===== config.mk =====
export PLATFORM = sky130hd
export DESIGN_NAME = rot_share_arb
export DESIGN_NICKNAME = d
export VERILOG_FILES = /design/src/rtl/rot_share_arb.sv
export SDC_FILE = /design/constraint.sdc
export NUM_CORES = 1
export LEC_CHECK = 0
export ABC_AREA = 0
export CORE_MARGIN = 5
export CORE_UTILIZATION = 33
export CTS_BUF_LIST = sky130_fd_sc_hd__clkbuf_4
export CTS_CLUSTER_DIAMETER = 200
export DETAILED_ROUTE_END_ITERATION = 8
export SYNTH_ARGS = -nofsm -noshare
export SYNTH_HDL_FRONTEND = slang
export SYNTH_HIERARCHICAL = 1
export SYNTH_SLANG_ARGS = --single-unit

===== constraint.sdc =====
create_clock -name clk_i -period 2 [get_ports clk_i]
set_input_delay 0.6 -clock clk_i [delete_from_list [all_inputs] [get_ports clk_i]]
set_output_delay 0.6 -clock clk_i [all_outputs]
set_load 0.02 [all_outputs]

===== src/rtl/rot_share_arb.sv =====
// Two-requester round-robin arbiter in front of one shared 8-bit rotator.
// Each accepted operation is sequenced IDLE -> ROT -> DONE and returns a registered, ID-tagged result.

module barrel_shifter (
  input  logic [7:0] a_i,
  input  logic [2:0] k_i,
  output logic [7:0] y_o
);

  // Rotate right: the low byte of the doubled operand shifted right by k.
  always_comb begin
    y_o = 8'({a_i, a_i} >> k_i);
  end

endmodule

module rot_share_arb #(
  parameter int AMT_W = 5
) (
  input  logic             clk_i,
  input  logic             rst_i,
  input  logic             req0_valid_i,
  output logic             req0_ready_o,
  input  logic [7:0]       req0_data_i,
  input  logic [AMT_W-1:0] req0_amt_i,
  input  logic             req0_dir_i,
  input  logic             req1_valid_i,
  output logic             req1_ready_o,
  input  logic [7:0]       req1_data_i,
  input  logic [AMT_W-1:0] req1_amt_i,
  input  logic             req1_dir_i,
  output logic             res_valid_o,
  input  logic             res_ready_i,
  output logic [7:0]       res_data_o,
  output logic             res_id_o,
  output logic             busy_o
);

  typedef enum logic [1:0] {
    ST_IDLE = 2'd0,
    ST_ROT  = 2'd1,
    ST_DONE = 2'd2
  } state_e;

  state_e     state_q, state_d;
  logic       last_gnt_q;
  logic       id_q;
  logic [7:0] data_q;
  logic [2:0] amt_q;
  logic       dir_q;
  logic       res_valid_q;
  logic [7:0] res_data_q;
  logic       res_id_q;

  logic       gnt_s;
  logic       ready0_s;
  logic       ready1_s;
  logic       accept_s;
  logic [2:0] k_s;
  logic [7:0] rot_y_s;

  // On a tie the requester that did not win last time is served.
  function automatic logic pick_grant(input logic v0, input logic v1, input logic last);
    logic g;
    case ({v1, v0})
      2'b01:   g = 1'b0;
      2'b10:   g = 1'b1;
      2'b11:   g = ~last;
      default: g = 1'b0;
    endcase
    return g;
  endfunction

  // A left rotate by n is a right rotate by (8 - n) in 3-bit wrap arithmetic.
  function automatic logic [2:0] rot_amount(input logic [2:0] amt, input logic dir);
    logic [2:0] k;
    if (dir) begin
      k = 3'd0 - amt;
    end else begin
      k = amt;
    end
    return k;
  endfunction

  function automatic logic [2:0] wrap_amt(input logic [AMT_W-1:0] amt);
    return 3'(amt);
  endfunction

  // Next-state, grant and handshake decode.
  always_comb begin
    state_d  = state_q;
    gnt_s    = pick_grant(req0_valid_i, req1_valid_i, last_gnt_q);
    ready0_s = 1'b0;
    ready1_s = 1'b0;
    accept_s = 1'b0;
    case (state_q)
      ST_IDLE: begin
        if (!rst_i && (req0_valid_i || req1_valid_i)) begin
          ready0_s = (gnt_s == 1'b0);
          ready1_s = (gnt_s == 1'b1);
          accept_s = 1'b1;
          state_d  = ST_ROT;
        end else begin
          state_d  = ST_IDLE;
        end
      end
      ST_ROT: begin
        state_d = ST_DONE;
      end
      ST_DONE: begin
        if (res_ready_i) begin
          state_d = ST_IDLE;
        end else begin
          state_d = ST_DONE;
        end
      end
      default: begin
        state_d = ST_IDLE;
      end
    endcase
  end

  assign k_s = rot_amount(amt_q, dir_q);

  barrel_shifter u_rot (
    .a_i (data_q),
    .k_i (k_s),
    .y_o (rot_y_s)
  );

  // State register.
  always_ff @(posedge clk_i or posedge rst_i) begin
    if (rst_i) begin
      state_q <= ST_IDLE;
    end else begin
      state_q <= state_d;
    end
  end

  // Operand capture, round-robin pointer and registered result.
  always_ff @(posedge clk_i or posedge rst_i) begin
    if (rst_i) begin
      last_gnt_q  <= 1'b1;
      id_q        <= 1'b0;
      data_q      <= 8'h00;
      amt_q       <= 3'd0;
      dir_q       <= 1'b0;
      res_valid_q <= 1'b0;
      res_data_q  <= 8'h00;
      res_id_q    <= 1'b0;
    end else begin
      if (accept_s) begin
        last_gnt_q <= gnt_s;
        id_q       <= gnt_s;
        if (gnt_s) begin
          data_q <= req1_data_i;
          amt_q  <= wrap_amt(req1_amt_i);
          dir_q  <= req1_dir_i;
        end else begin
          data_q <= req0_data_i;
          amt_q  <= wrap_amt(req0_amt_i);
          dir_q  <= req0_dir_i;
        end
      end
      if (state_q == ST_ROT) begin
        res_valid_q <= 1'b1;
        res_data_q  <= rot_y_s;
        res_id_q    <= id_q;
      end else if ((state_q == ST_DONE) && res_ready_i) begin
        res_valid_q <= 1'b0;
      end
    end
  end

  assign req0_ready_o = ready0_s;
  assign req1_ready_o = ready1_s;
  assign res_valid_o  = res_valid_q;
  assign res_data_o   = res_data_q;
  assign res_id_o     = res_id_q;
  assign busy_o       = (state_q != ST_IDLE);

endmodule


==> results.cfg <==
[status]
outcome = finished with violations
failed_checks = setup timing

[routing]
initialDrtViolationCount = 140
drt_pass1_iterations = 7
via_per_inst = 5.10
drc_errors = 0
detail_route.wl_per_cell_um = 14.4
ant_nets = 0
vias = 1208
wl_um = 3420

[sta]
postLayoutSetupSlackWorst_ns = -0.261
finalSetupTns_ns = -1.97
drv_slew = 0
min_period_ns = 2.26
worst_pin_slew_ns = 0.411
grt_setup_unrepaired = true
skew_ns = 0.00306
setup_viol = 9
fin_crit_sh_pct = 113
fmax_mhz = 442
relSlewSlack_pct = 72.6
hold_viol_final = 0

[pwr]
p_int_w = 0.00242
power_w = 0.00362
p_comb_share_pct = 67.3
ir_drop_mv = 0.691
powerDensity_nw_per_um2 = 1660
swShare_pct = 33.2
leakage_nw = 1.06
clockPowerShare_pct = 6.4
seqPwrFrac_pct = 26.3
power_switching_w = 0.00120

[placement]
hpwl_um = 2770
dp.cells = 231
port_buffers = 41
finalWeightedCongestion = 0.802

[worst_setup_path]
arrival_ns = 2.48
r2r-start = amt_q[0]
crit_path_end_kind = register
r2r_end = res_data_o[2]
reg2regPathDepth = 8
critPathKind = reg -> reg
required_ns = 2.22
cp_slowest_cell = mux4_2
cp_max_fo = 8
path_delay_family = multiplexers
crit_path_start_kind = register
cp.buffers_inverters = 2
slowest_delay_ns = 0.52
regToRegSetupSlack_ns = -0.26
path_cells = inv_2 > ha_4 > nor2_4 > xnor2_1 > bufbuf_16 > mux4_2 > mux2_4 > mux2_2

[grt]
grt_overflow = 0
grt_pass1_vias = 1341
track_usage_pct = 11.8
grt_max_degree = 19
antenna_found_initial = 0
grt_pass1_wl_um = 5960

[cts]
cts.path.max_buffers = 2
clock-root-buffer = clkbuf_4
cts.sinks = 26
worst_skew_pair.late_latency_ns = 0.32
cts_hold_buf = 0
htreeDepth = 1
clk_pin_slew_ns = 0.14
cts_tree = yes
numCtsBuffers = 3

[cells_and_area]
diodes = 0
ff_latch_area_um2 = 652
layout-drive-gt1-share_pct = 31.4
final_common_cell = inv_1
syn2layout_area_growth_pct = 41.7
num-fill-cells = 404
final_cell_mix = inv_1 (39), clkdlybuf4s50_1 (35), dfrtp_1 (25), buf_4 (16), a222oi_1 (12)
final_nets = 220
multi_input_area_um2 = 699
final_cells = 237

[yosys]
synth-main-ff-cell = dfrtp_1
synth_edf_count = 0
synthCells = 130
synth_area_um2 = 1540
ys_seq_area_share_pct = 42.4
yosys_warnings = 6
ys_ff_latch = 26
synth-async-reset-ratio_pct = 100
avgSynthCellArea_um2 = 11.8
yosysUniqueCellTypes = 24
syn_nets = 164

[floorplan]
core_area_um2 = 4440
die_w_um = 78.2
fp.dieH_um = 78.2
io_pins = 46
initial_core_util_pct = 34.6
die_area_um2 = 6120
row_count = 24

[hold_path]
hp-class = in -> async

[run]
drv_cap = 0
area by class of cell:
cell class | instances | share of cell area [%]
Clock buffer | 3 | 1.03
Clock inverter | 1 | 0.172
Inverter | 41 | 7.07
Multi-Input combinational cell | 55 | 32.1
Sequential cell | 26 | 29.9
Tap cell | 52 | 2.99
Timing Repair Buffer | 59 | 26.7
synth_stat cells, drive strengths merged, types with 2 or more instances:
cell    number  area share [%]
inv         41              10
dfrtp       25              41
mux2        17              12
a222oi      12             7.8
buf          8             4.6
mux4         8              14
o21ai        3            0.98
nand2        2            0.49
nor2         2            0.49
cells by family after synthesis:
kind of cell	count (synthesis)	share of synthesized area, %
AOI/OAI and AO/OA	19	11.8
and+or+nand+nor	9	3.67
adders and majority gates	1	0.814
muxes	25	26.1
DFF	26	42.4
xor gates and xnor gates	1	0.570
buffers and inverters	49	14.6
routing by layer:
layer  global-route usage, %  vias to the layer above  wire length, um  part of all wire (%)
li1                        -                      559                -                     -
met1                    15.8                      604             1450                    42
met2                    20.4                       41             1760                    51
met3                    1.95                        4              163                   4.8
met4                    2.27                        0               48                   1.4
met5                       0                        -                0                     0
through the flow:
| stage | setup WS, ns | utilization [%] | area, um^2 | hold WS, ns |
|---|---|---|---|---|
| after detailed placement | -0.755 | 46.4 | 2060 | 0.469 |
| after global placement | -0.756 | 46.4 | 2060 | 0.461 |
| after floorplan | -0.0861 | - | 1510 | 0.444 |
| after CTS | -0.262 | 48.4 | 2150 | 0.501 |
| after global routing | -0.361 | 49.0 | 2180 | 0.527 |
| final | -0.261 | 49.0 | 2180 | 0.487 |
power by group through the flow:
stage	sequential, W	combinational (W)	clock, W
CTS	0.000956	0.00234	0.000237
floorplan	0.00104	0.00138	0
finish	0.000954	0.00244	0.000230
global placement	0.000942	0.00209	0
detailed placement	0.000966	0.00213	0
global route	0.000998	0.00263	0.000258
flip-flops by register name (all words and copies together) (netlist names):
register     flops
data_q           8
res_valid_o      1
dir_q            1
res_data_o       8
amt_q            3
res_id_o         1
last_gnt_q       1
state_q          2
id_q             1
how the worst max path moves through the flow:
stage,to,cells after the start,slack (ns),startpoint
global placement,req0_ready_o,4,-0.76,req0_valid_i
detailed placement,req0_ready_o,4,-0.76,req0_valid_i
CTS,res_data_o[7],8,-0.26,amt_q[0]
finish,res_data_o[2],8,-0.26,amt_q[0]
global route,res_data_o[7],8,-0.36,amt_q[0]
floorplan,res_data_o[1],8,-0.09,amt_q[0]
what timing repair did:
| item | CTS | global route |
|---|---|---|
| gates resized for setup | 26 | 8 |
| buffers inserted | 2 | 0 |
| setup endpoints to repair | 11 | 10 |
| pin swaps | 4 | 3 |
Power figures use the tool's default switching activity.
